### src/rtl/prog_down_timer.sv
// Programmable down-counting interval timer with one-shot and
// auto-reload modes and a count enable for prescaled operation.
module prog_down_timer #(
  parameter int N = 8
) (
  input  logic         clk,
  input  logic         reset,
  input  logic         wr_period,
  input  logic [N-1:0] period_in,
  input  logic         start,
  input  logic         stop,
  input  logic         periodic,
  input  logic         en,
  output logic [N-1:0] q,
  output logic [N-1:0] period_q,
  output logic         busy,
  output logic         done_tick
);

  typedef enum logic {
    IDLE = 1'b0,
    RUN  = 1'b1
  } state_t;

  localparam logic [N-1:0] ONE = N'(1);

  state_t       state_q, state_d;
  logic [N-1:0] cnt_q, cnt_d;
  logic [N-1:0] period_d;
  logic         mode_q, mode_d;
  logic         done_q, done_d;
  logic [N-1:0] p_eff;

  assign p_eff = wr_period ? period_in : period_q;

  always_ff @(posedge clk) begin
    if (reset) begin
      state_q  <= IDLE;
      cnt_q    <= '0;
      period_q <= '0;
      mode_q   <= 1'b0;
      done_q   <= 1'b0;
    end else begin
      state_q  <= state_d;
      cnt_q    <= cnt_d;
      period_q <= period_d;
      mode_q   <= mode_d;
      done_q   <= done_d;
    end
  end

  always_comb begin
    state_d  = state_q;
    cnt_d    = cnt_q;
    mode_d   = mode_q;
    done_d   = 1'b0;
    period_d = p_eff;
    case (state_q)
      IDLE: begin
        cnt_d = '0;
        if (start && !stop && p_eff != '0) begin
          state_d = RUN;
          cnt_d   = p_eff;
          mode_d  = periodic;
        end
      end
      RUN: begin
        if (stop) begin
          state_d = IDLE;
          cnt_d   = '0;
        end else if (start) begin
          if (p_eff != '0) begin
            cnt_d  = p_eff;
            mode_d = periodic;
          end else begin
            state_d = IDLE;
            cnt_d   = '0;
          end
        end else if (en && cnt_q == ONE) begin
          done_d = 1'b1;
          // reload of a zeroed period ends the run: q==0 only in IDLE
          if (mode_q && period_q != '0) begin
            cnt_d = period_q;
          end else begin
            state_d = IDLE;
            cnt_d   = '0;
          end
        end else if (en) begin
          cnt_d = cnt_q - ONE;
        end
      end
      default: begin
        state_d = IDLE;
        cnt_d   = '0;
      end
    endcase
  end

  assign q         = cnt_q;
  assign busy      = (state_q == RUN);
  assign done_tick = done_q;

endmodule

### config.mk
export PLATFORM = sky130hd
export DESIGN_NAME = prog_down_timer
export DESIGN_NICKNAME = d
export VERILOG_FILES = /design/src/rtl/prog_down_timer.sv
export SDC_FILE = /design/constraint.sdc
export NUM_CORES = 1
export LEC_CHECK = 0
export ABC_CLOCK_PERIOD_IN_PS = 1900
export BUFFER_PORTS_ARGS = -buffer_cell sky130_fd_sc_hd__buf_2
export CORE_MARGIN = 2
export CORE_UTILIZATION = 50
export DETAILED_ROUTE_END_ITERATION = 16
export GPL_TIMING_DRIVEN = 0
export PLACE_DENSITY = 0.78
export RECOVER_POWER = 100
export REMOVE_ABC_BUFFERS = 1
export SLEW_MARGIN = 5
export SYNTH_ARGS = -nofsm -noshare
export SYNTH_HDL_FRONTEND = slang
export SYNTH_SLANG_ARGS = --single-unit
### constraint.sdc
create_clock -name clk -period 1.9 [get_ports clk]
set_clock_uncertainty 0.1 [all_clocks]
set_input_delay 0.38 -clock clk [delete_from_list [all_inputs] [get_ports clk]]
set_output_delay 0.38 -clock clk [all_outputs]
set_load 0.005 [all_outputs]
==> results of run 1 <==
-- kinds of logic after synthesis --
kind of cell	synth area share
xor gates and xnor gates	0.00796
DFF	0.345
buffers and inverters	0.0250
AOI/OAI and AO/OA	0.219
adders and majority gates	0.0227
muxes	0.101
and+or+nand+nor	0.278
-- power by group through the flow --
stage	registers, mW	logic [mW]	clock network (mW)
finish	0.442	0.172	0.218
global route	0.445	0.187	0.233
CTS	0.442	0.155	0.214
detailed placement	0.451	0.153	0
global placement	0.450	0.149	0
floorplan	0.447	0.0891	0
-- per-layer routing --
layer | vias up | track usage | wire, µm
met1 | 542 | 0.303 | 1280
met4 | 0 | 0.108 | 48
li1 | 548 | - | -
met3 | 6 | 0.0351 | 232
met5 | - | 0 | 0
met2 | 75 | 0.355 | 1530
-- cells in the final DEF (no fill, tap or decap), types with 2 or more instances in the layout --
cell,count
o21ai_0,6
buf_2,29
dfxtp_1,17
nor2_1,22
clkbuf_4,3
nand2_1,8
buf_4,6
o221a_2,2
nor4_1,4
inv_1,3
clkbuf_1,3
a221oi_2,2
nor3_1,5
a21oi_2,2
mux2i_1,10
a21oi_1,5
nand3_1,3
-- stage by stage --
stage / TNS (ns) / std cells / utilization / setup slack, ns / power [mW]
3_5_place_dp: -0.228 / 181 / 0.634 / -0.0861 / 0.604
6_report: 0 / 191 / 0.683 / 0.0544 / 0.833
3_3_place_gp: -0.164 / 181 / 0.634 / -0.0641 / 0.599
4_1_cts: 0 / 185 / 0.653 / 0.0172 / 0.812
5_1_grt: -0.000176 / 191 / 0.683 / -0.000176 / 0.865
2_1_floorplan: 0 / 122 / - / 0.0884 / 0.537
-- worst register-to-register path, delay by kind of cell, from the launching register on --
kind	cells	cell delay [ns]
fa+ha+maj	1	0.19
compound gates	4	0.73
simple gates	1	0.30
flops	1	0.35
buf+inv	1	0.08
-- area by class of cell --
| cell class | instances | area share |
|---|---|---|
| Multi-Input combinational cell | 99 | 0.519 |
| Inverter | 4 | 0.0109 |
| Sequential cell | 19 | 0.279 |
| Timing Repair Buffer | 38 | 0.146 |
| Clock inverter | 1 | 0.00363 |
| Tap cell | 27 | 0.0245 |
| Clock buffer | 3 | 0.0163 |
-- registers in the layout, summed over array words and instances (netlist names) --
name,cells
mode_q,1
q,8
period_q,8
busy,1
done_tick,1
-- timing repair --
item / in CTS / in global routing
hold buffers: 0 / 0
endpoints found under the hold margin: 0 / 0
buffers inserted: 0 / 6
pin swaps: 0 / 1
endpoints found under the setup margin: 5 / 6
resized for setup: 3 / 5
-- worst min path at each step --
stage                                 startpoint             endpoint  slack, ns  depth (start not counted)
after detailed placement  period_q[0]$_SDFF_PP0_    q[0]$_SDFFE_PP0P_       0.42                          2
after floorplan                            reset    q[1]$_SDFFE_PP0P_       0.35                          1
final                                   periodic  mode_q$_SDFFE_PP0P_       0.20                          3
after global routing                    periodic  mode_q$_SDFFE_PP0P_       0.25                          3
after CTS                               periodic  mode_q$_SDFFE_PP0P_       0.21                          3
after global placement       mode_q$_SDFFE_PP0P_    q[0]$_SDFFE_PP0P_       0.42                          2
==> impl_metrics.py, run 1 <==
metrics = {
    "place": {
        "postPlaceCellArea_mm2": 0.00128,
        "hpwl_mm": 2.13,
        "portBuffers": 32,
        "finalWeightedCongestion": 0.918,
    },
    "power": {
        "leakage_nw": 0.614,
        "p_seq_frac": 0.531,
        "clkPwrFrac": 0.262,
        "p_sw_frac": 0.309,
        "p_comb_frac": 0.207,
        "power_density_mw_per_mm2": 604,
        "internal-power_mw": 0.576,
        "p_sw_mw": 0.257,
        "vdd_ir_drop_max_v": 0.000495,
    },
    "synthesis": {
        "synth_warnings": 0,
        "synth_area_leaders": "dfxtp_1, mux2i_1, nor2_1",
        "async_flop_share": 0,
        "syn_inst": 125,
        "synthTopCellsByCount": "nor2_1, dfxtp_1, mux2i_1",
        "ys_seq_area_frac": 0.345,
        "ys_ff_latch": 19,
        "synth-edff-count": 0,
        "synth_ff_type": "dfxtp_1",
        "synth_largest_area_cell": "dfxtp_1",
        "synth.cell_area_mm2": 0.00110,
        "synth_most_common_cell": "nor2_1",
        "synth.avg_cell_area_um2": 8.81,
        "ys_types": 45,
        "synth_top_area_frac": 0.345,
    },
    "clock_network": {
        "htreeDepth": 1,
        "cts_tree": "yes",
        "cts_root_buf": "clkbuf_4",
        "cts_made_buffers": 3,
        "insertion_delay_ns": 0.31,
        "clk_pin_slew_ns": 0.12,
        "clkSinkCount": 19,
        "clock_path_buffers": 2,
    },
    "run": {
        "max_cap_violations": 0,
    },
    "setup_path": {
        "cp-start-kind": "register",
        "cp_cell_sequence": "inv_2 > ha_2 > and4bb_2 > a21oi_2 > a31oi_4 > a31oi_1 > o311a_1",
        "r2r_start": "q[1]$_SDFFE_PP0P_",
        "worstReg2RegEnd": "q[5]$_SDFFE_PP0P_",
        "slowest_stage": "dfxtp_2",
        "endpoint_kind": "register",
        "reg2reg_depth": 7,
        "critPathKind": "reg2reg",
        "critPathMaxStageDelay_ns": 0.35,
        "crit_cells": 7,
        "cp-endpoint": "q[5]$_SDFFE_PP0P_",
        "crit_path_start": "q[1]$_SDFFE_PP0P_",
        "reg2reg_slack_ns": 0.05,
        "arrival_ns": 1.96,
        "required_ns": 2.01,
        "critPathTopFamily": "compound AO/OA/AOI/OAI gates",
        "critPathMaxFanout": 5,
        "crit_buf_inv": 1,
    },
    "floorplanning": {
        "rows": 16,
        "ioPinCount": 33,
        "core_mm2": 0.00202,
        "die_width_um": 50.9,
        "start_util": 0.545,
        "die_area_mm2": 0.00259,
        "die_height_um": 50.9,
    },
    "cells_and_area": {
        "drive_above_1_share": 0.360,
        "stdcell_area_mm2": 0.00138,
        "final_nets": 182,
        "syn_to_final_growth_pct": 25.3,
        "fill_cells": 177,
        "multi_input_area_um2": 717,
        "regArea_um2": 385,
        "diodes": 0,
    },
    "grt": {
        "grt_pass1_vias": 986,
        "grt_overflow_total": 0,
        "grt_max_degree": 19,
        "antenna_found_initial": 0,
        "grt_pass1_wl_mm": 4.46,
        "grt_use_total": 0.226,
    },
    "drt": {
        "vias": 1171,
        "drtPass1Iterations": 4,
        "antenna_left": 0,
        "avgRoutedWirePerCell_um": 16.2,
        "vias_per_cell": 6.13,
        "wirelength_mm": 3.09,
        "drt_iter0_markers": 34,
        "drc": 0,
    },
    "timing": {
        "max_slew_margin": 0.587,
        "timing.hold.ws_ns": 0.202,
        "clock.fmax_ghz": 0.542,
        "fin_crit_sh": 0.971,
        "drv_slew": 0,
        "worst_pin_slew_ns": 0.619,
        "hold_violations": 0,
        "setup_violations": 0,
        "fin_crit_ns": 1.85,
    },
    "outcome": {
        "status": "completed",
    },
    "hold_path": {
        "worstHoldPathType": "in2reg",
    },
}
Note: power is estimated with default switching activity, not from simulation.
==> run 2: changes to the inputs <==
- RECOVER_POWER: 100 -> 25
==> impl_metrics.py, run 2 (synthesis results as in run 1) <==
metrics = {
    "drt": {
        "drtPass1Iterations": 4,
        "vias": 1171,
        "avgRoutedWirePerCell_um": 16.2,
        "drt_iter0_markers": 34,
        "antenna_left": 0,
        "vias_per_cell": 6.13,
        "drc": 0,
        "wirelength_mm": 3.09,
    },
    "place": {
        "portBuffers": 32,
        "postPlaceCellArea_mm2": 0.00128,
        "finalWeightedCongestion": 0.918,
        "hpwl_mm": 2.13,
    },
    "timing": {
        "worst_pin_slew_ns": 0.619,
        "max_slew_margin": 0.587,
        "clock.fmax_ghz": 0.542,
        "fin_crit_ns": 1.85,
        "setup_violations": 0,
        "fin_crit_sh": 0.971,
        "drv_slew": 0,
        "hold_violations": 0,
    },
    "floorplanning": {
        "die_width_um": 50.9,
        "start_util": 0.545,
        "die_area_mm2": 0.00259,
        "ioPinCount": 33,
        "rows": 16,
        "die_height_um": 50.9,
        "core_mm2": 0.00202,
    },
    "hold_path": {
        "worstHoldPathType": "in2reg",
    },
    "power": {
        "power_density_mw_per_mm2": 603,
        "leakage_nw": 0.622,
        "vdd_ir_drop_max_v": 0.000495,
    },
    "clock_network": {
        "hold_buffers": 0,
        "insertion_delay_ns": 0.31,
        "clkSinkCount": 19,
        "clk_pin_slew_ns": 0.12,
        "cts_tree": "yes",
        "cts_made_buffers": 3,
        "cts_root_buf": "clkbuf_4",
        "clock_path_buffers": 2,
        "htreeDepth": 1,
    },
    "cells_and_area": {
        "final_nets": 182,
        "fin_util": 0.684,
        "fill_cells": 176,
        "final_cell_mix": "buf_2, nor2_1, dfxtp_1",
        "diodes": 0,
        "stdcell_area_mm2": 0.00138,
        "drive_above_1_share": 0.372,
        "final_common_cell": "buf_2",
        "syn_to_final_growth_pct": 25.6,
    },
    "setup_path": {
        "cp-start-kind": "register",
        "required_ns": 2.01,
        "critPathMaxFanout": 5,
        "arrival_ns": 1.96,
        "critPathKind": "reg2reg",
        "endpoint_kind": "register",
    },
    "grt": {
        "grt_max_degree": 19,
        "grt_overflow_total": 0,
        "grt_use_total": 0.226,
        "grt_pass1_vias": 986,
        "antenna_found_initial": 0,
        "grt_pass1_wl_mm": 4.46,
    },
    "outcome": {
        "status": "completed",
    },
    "run": {
        "max_cap_violations": 0,
    },
}
-- run 2: critical path: stages, from the launching register on --
cell and delay [ns]:
dfxtp_2 0.35, inv_2 0.08, ha_2 0.19, and4bb_2 0.30, a21oi_2 0.10, a31oi_4 0.26, a31oi_1 0.07, o311a_1 0.30
-- run 2: where the power goes --
group	leakage, nW	switching [mW]	internal, mW
clock network	0.0177	0.140	0.0787
logic	0.448	0.0910	0.0820
registers	0.157	0.0264	0.416
-- run 2: cell type report --
class                      count  area (µm²)  share of cell area
multi-input combinational     99         717               0.519
sequential                    19         385               0.279
timing repair buffer          38         204               0.148
tap                           27        33.8              0.0244
clock buffer                   3        22.5              0.0163
inverter                       4        15.0              0.0109
clock inverter                 1        5.00             0.00362
-- run 2: routing by layer --
metal | part of all wire | wire (µm) | global-route usage
met4 | 0.016 | 48 | 0.108
met3 | 0.075 | 231 | 0.0351
met2 | 0.50 | 1530 | 0.355
met1 | 0.41 | 1280 | 0.303
met5 | 0 | 0 | 0
-- run 2: through the flow --
| step | hold WS, ns | setup WS (ns) | setup TNS, ns | std cells | total power [mW] |
|---|---|---|---|---|---|
| after floorplan | 0.346 | 0.0884 | 0 | 122 | 0.537 |
| after global placement | 0.419 | -0.0641 | -0.164 | 181 | 0.599 |
| after detailed placement | 0.419 | -0.0861 | -0.228 | 181 | 0.604 |
| after CTS | 0.208 | 0.0172 | 0 | 185 | 0.812 |
| after global routing | 0.255 | -0.000176 | -0.000176 | 191 | 0.866 |
| final | 0.202 | 0.0544 | 0 | 191 | 0.834 |
-- run 2: worst paths after layout --
| path | from | endpoint | slack [ns] | depth (start not counted) |
|---|---|---|---|---|
| setup / recovery | q[1]$_SDFFE_PP0P_ | q[5]$_SDFFE_PP0P_ | 0.05 | 7 |
| hold / removal | periodic | mode_q$_SDFFE_PP0P_ | 0.20 | 3 |
| setup reg to reg | q[1]$_SDFFE_PP0P_ | q[5]$_SDFFE_PP0P_ | 0.05 | 7 |
| hold reg to reg | q[1]$_SDFFE_PP0P_ | q[1]$_SDFFE_PP0P_ | 0.42 | 2 |
-- run 2: what timing repair did --
item                                    CTS  global route
pin swaps                                 0             1
setup buffers                             0             6
endpoints found under the setup margin    5             6
endpoints found under the hold margin     0             0
resized for setup                         3             5
